`config.mk`:
```
export PLATFORM = sky130hd
export DESIGN_NAME = chunked_serial_adder
export DESIGN_NICKNAME = d
export VERILOG_FILES = /design/src/rtl/chunked_serial_adder.sv
export SDC_FILE = /design/constraint.sdc
export NUM_CORES = 1
export LEC_CHECK = 0
export BUFFER_PORTS_ARGS = -buffer_cell sky130_fd_sc_hd__buf_4
export CAP_MARGIN = 20
export CORE_AREA = 2 2 64 66
export DETAILED_ROUTE_END_ITERATION = 10
export DIE_AREA = 0 0 66 68
export PLACE_DENSITY_LB_ADDON = 0.05
export SLEW_MARGIN = 20
export SYNTH_ARGS = -nofsm -noshare
export SYNTH_HDL_FRONTEND = slang
export SYNTH_SLANG_ARGS = --single-unit
```
`constraint.sdc`:
```
create_clock -name clock -period 4.65 [get_ports clock]
set_input_delay 1.1625 -clock clock [delete_from_list [all_inputs] [get_ports clock]]
set_output_delay 1.1625 -clock clock [all_outputs]
set_load 0.005 [all_outputs]
```
`src/rtl/chunked_serial_adder.sv`:
```
// Multi-cycle adder: sums two WIDTH-bit operands plus carry-in, CHUNK bits per clock,
// through one CHUNK-bit ripple slice and a registered inter-chunk carry.
module chunked_serial_adder #(
    parameter int WIDTH = 8,
    parameter int CHUNK = 2
) (
    input  logic             clock,
    input  logic             reset,
    input  logic             start,
    input  logic [WIDTH-1:0] a,
    input  logic [WIDTH-1:0] b,
    input  logic             c_in,
    output logic [WIDTH-1:0] s,
    output logic             c_out,
    output logic             overflow,
    output logic             busy,
    output logic             done,
    output logic [1:0]       dbg_state
);

    localparam int N     = WIDTH / CHUNK;
    localparam int IDX_W = (N > 1) ? $clog2(N) : 1;
    localparam logic [IDX_W-1:0] LAST_IDX = IDX_W'(N - 1);

    typedef enum logic [1:0] {
        IDLE = 2'd0,
        RUN  = 2'd1,
        DONE = 2'd2
    } state_t;

    state_t state, next_state;

    logic [WIDTH-1:0] a_q, b_q;
    logic             carry_q;
    logic [IDX_W-1:0] idx;
    logic             accept;
    logic             last_chunk;

    logic [CHUNK-1:0] slice_a, slice_b, slice_sum;
    logic [CHUNK:0]   ripple;

    // Handshake: start is sampled only in IDLE or DONE; an accepted start makes busy
    // high for N cycles, then done is high for exactly one cycle with s/c_out/overflow
    // valid. Results hold until the next accepted start. start during busy is ignored.

    always_ff @(posedge clock) begin
        if (reset) begin
            state <= IDLE;
        end else begin
            state <= next_state;
        end
    end

    always_comb begin
        next_state = state;
        accept     = 1'b0;
        case (state)
            IDLE: begin
                if (start) begin
                    accept     = 1'b1;
                    next_state = RUN;
                end
            end
            RUN: begin
                if (last_chunk) begin
                    next_state = DONE;
                end
            end
            DONE: begin
                if (start) begin
                    accept     = 1'b1;
                    next_state = RUN;
                end else begin
                    next_state = IDLE;
                end
            end
            default: next_state = IDLE;
        endcase
    end

    assign last_chunk = (idx == LAST_IDX);
    assign busy       = (state == RUN);
    assign done       = (state == DONE);
    assign dbg_state  = state;

    // One CHUNK-bit ripple slice; ripple[CHUNK-1] is the carry into the slice MSB,
    // which on the final chunk is the carry into bit WIDTH-1.
    always_comb begin
        slice_a   = a_q[idx*CHUNK +: CHUNK];
        slice_b   = b_q[idx*CHUNK +: CHUNK];
        slice_sum = '0;
        ripple    = '0;
        ripple[0] = carry_q;
        for (int i = 0; i < CHUNK; i++) begin
            slice_sum[i]  = slice_a[i] ^ slice_b[i] ^ ripple[i];
            ripple[i + 1] = (slice_a[i] & slice_b[i]) | (ripple[i] & (slice_a[i] ^ slice_b[i]));
        end
    end

    always_ff @(posedge clock) begin
        if (reset) begin
            a_q      <= '0;
            b_q      <= '0;
            carry_q  <= 1'b0;
            idx      <= '0;
            s        <= '0;
            c_out    <= 1'b0;
            overflow <= 1'b0;
        end else if (accept) begin
            a_q     <= a;
            b_q     <= b;
            carry_q <= c_in;
            idx     <= '0;
            s       <= '0;
        end else if (state == RUN) begin
            s[idx*CHUNK +: CHUNK] <= slice_sum;
            carry_q               <= ripple[CHUNK];
            if (last_chunk) begin
                idx      <= '0;
                c_out    <= ripple[CHUNK];
                overflow <= ripple[CHUNK-1] ^ ripple[CHUNK];
            end else begin
                idx <= idx + 1'b1;
            end
        end
    end

endmodule
```
==> flow_metrics.env <==
export IMPL_ant_nets=0
export IMPL_fmax_ghz=0.375
export IMPL_utilization_pct=46.4
export IMPL_netlist_area_um2=1450
export IMPL_critical_path_max_fanout=13
export IMPL_status="completed"
export IMPL_hp_start="s[0]$_SDFFE_PP0P_"
export IMPL_io_pins=34
export IMPL_power_density_nw_per_um2=328
export IMPL_synthToLayoutAreaGrowth_pct=23.2
export IMPL_cp_end_kind="flip-flop"
export IMPL_die_h_um=68
export IMPL_synth_top_flop_cell="dfxtp_1"
export IMPL_grt_usage_pct=16.0
export IMPL_syn_instance_count=159
export IMPL_routedWlPerCell_um=12.9
export IMPL_r2r_end="s[5]$_SDFFE_PP0P_"
export IMPL_setup_viol=0
export IMPL_grt_pass1_vias=1214
export IMPL_rsz0062_at_grt="false"
export IMPL_dp_cells=233
export IMPL_fin_cells=241
export IMPL_synth_edf_count=0
export IMPL_r2r_cells=5
export IMPL_synth_avg_cell_area_um2=9.13
export IMPL_required_ps=4860
export IMPL_p_switching_mw=0.141
export IMPL_crit_start="idx[0]$_SDFFE_PP0P_"
export IMPL_routed_wl_um=3100
export IMPL_drt_pass1_iterations=4
export IMPL_synth_cell_types=30
export IMPL_whs_endpoint="s[0]$_SDFFE_PP0P_"
export IMPL_hold_depth=2
export IMPL_fin_worst_skew_ps=2.15
export IMPL_drv_slew=0
export IMPL_hpwl_um=2270
export IMPL_r2r_slack_ps=1980
export IMPL_diodes=0
export IMPL_synthTopCellsByArea="dfxtp_1, nand2_1, a21oi_1"
export IMPL_r2r_start="idx[0]$_SDFFE_PP0P_"
export IMPL_pwr_share_comb_pct=12.3
export IMPL_cts_setup_buffers=0
export IMPL_placed_area_um2=1690
export IMPL_internal_power_mw=0.446
export IMPL_htreeDepth=2
export IMPL_cts_tree="yes"
export IMPL_rows=23
export IMPL_grt_overflow_total=0
export IMPL_fin_setup_tns_ps=0
export IMPL_period_needed_ps=2670
export IMPL_critPathKind="reg -> reg"
export IMPL_worstMarginPinSlew_ps=596
export IMPL_pre_cts_slack_ps=1980
export IMPL_period_share_pct=57.4
export IMPL_drc=0
export IMPL_synth_largest_area_cell="dfxtp_1"
export IMPL_maxSlewHeadroom_pct=60.1
export IMPL_seqPwrFrac_pct=49.0
export IMPL_hold_class="reg -> reg"
export IMPL_path_clk_slew_ps=60
export IMPL_post_cts_resized=0
export IMPL_antenna_found_initial=0
export IMPL_cts_sinks=31
export IMPL_ys_ff_latch=31
export IMPL_grt_max_degree=23
export IMPL_drv_cap=0
export IMPL_leakage_nw=0.712
export IMPL_clock_path_buffers=2
export IMPL_yosysWarnings=0
export IMPL_syn_nets=187
export IMPL_ys_async_sr_fraction_pct=0
export IMPL_coreArea_um2=3860
export IMPL_die_w_um=66
export IMPL_ir_drop_v=0.000164
export IMPL_critPathLaunchType="flip-flop"
export IMPL_grt_first_pass_wirelength_um=5370
export IMPL_final_hold_viol_count=0
export IMPL_via_count=1187
export IMPL_portBuffers=33
export IMPL_holdWs_ps=450
export IMPL_fp_dieArea_um2=4490
export IMPL_drtIter0Drc=42
export IMPL_yosysTopAreaCellShare_pct=42.8
export IMPL_clockRootBuffer="clkbuf_8"
export IMPL_clkPwrFrac_pct=38.7
export IMPL_numCtsBuffers=5
export IMPL_power_mw=0.587
export IMPL_gp_congestion=0.846
export IMPL_fin_area_um2=1790
export IMPL_switching_share_pct=24.0
export IMPL_clock_latency_ps=280
export IMPL_start_util_pct=37.6
export IMPL_fin_ws_ps=1980
export IMPL_worstPathArrival_ps=2880
export IMPL_drt_vias_per_instance=4.93
export IMPL_yosysSeqAreaShare_pct=42.8
export IMPL_fin_nets=218
export IMPL_drive_above_1_share_pct=26.2
export IMPL_cts_hold_buffers=0
==> layout make-up <==
class	count	area [µm²]
clock buffer	8	100
fill	416	2070
inverter	3	11.3
multi-input combinational	116	746
sequential	31	621
tap	50	62.6
timing repair buffer	33	248
==> cell usage in the layout, fill, tap and decap left out <==
cell      synthesis  final
nand2_1          44     44
buf_4             1     33
dfxtp_1          31     31
a21oi_1          26     26
clkbuf_8          0      7
nand4_1           6      6
ha_1              6      6
nand3b_1          5      5
nor2_1            5      5
mux4_2            4      4
nor2b_1           3      3
nand2b_4          2      2
inv_1             2      2
a32oi_1           2      2
nor3b_1           2      2
fa_1              2      2
inv_2             1      1
nand2b_1          1      1
and4bb_2          1      1
nand3_1           1      1
xor2_1            1      1
nor3_1            1      1
nor2b_2           1      1
a311oi_2          1      1
o21ai_0           1      1
or3_1             1      1
clkbuf_1          2      1
==> power groups by stage <==
stage                     sequential (mW)  combinational [mW]  clock [mW]
after global placement              0.294              0.0709           0
after global routing                0.290              0.0811       0.246
after floorplan                     0.287              0.0565           0
after detailed placement            0.294              0.0725           0
final                               0.288              0.0721       0.227
after CTS                           0.288              0.0726       0.236
==> worst max-delay path, cell delays in order, from the launching register on <==
cell,delay [ps]
dfxtp_1,680
mux4_2,600
fa_1,450
fa_1,600
nand4_1,120
a21oi_1,150
==> routing by layer <==
metal	vias up	global-route usage, %	part of all wire (%)
met1	554	17.0	42
met2	23	30.1	52
met3	7	4.44	4.7
li1	603	-	-
met5	-	0	0
met4	0	6.12	1.7
==> cell families (layout without fill, tap and decap cells) <==
family          after synthesis  after routing  synth area share, %
simple gates                 73             73                 25.1
flops                        31             31                 42.8
compound gates               30             30                 11.6
buf+inv                      12             44                 5.86
fa+ha+maj                     8              8                 7.93
mux                           4              4                 6.21
xor+xnor                      1              1                0.604
==> sequential cells by signal (all words and copies together) (netlist names) <==
signal     count
c_out          1
overflow       1
s              8
idx            2
carry_q        1
dbg_state      2
b_q            8
a_q            8
==> worst max-delay path by stage <==
stage | cells past startpoint | slack [ps] | end
global route | 6 | 1800 | overflow$_SDFFE_PP0P_
global placement | 5 | 2040 | s[5]$_SDFFE_PP0P_
floorplan | 7 | 2310 | overflow$_SDFFE_PP0P_
CTS | 5 | 1960 | s[5]$_SDFFE_PP0P_
detailed placement | 5 | 1980 | s[5]$_SDFFE_PP0P_
finish | 5 | 1980 | s[5]$_SDFFE_PP0P_
==> synthesized netlist by cell type (3+ instances only) <==
master and number:
nand2_1 44, dfxtp_1 31, a21oi_1 26, ha_1 6
nand4_1 6, nand3b_1 5, nor2_1 5, mux4_2 4
buf_6 3, nor2b_1 3
Note: power is estimated with default switching activity, not from simulation.
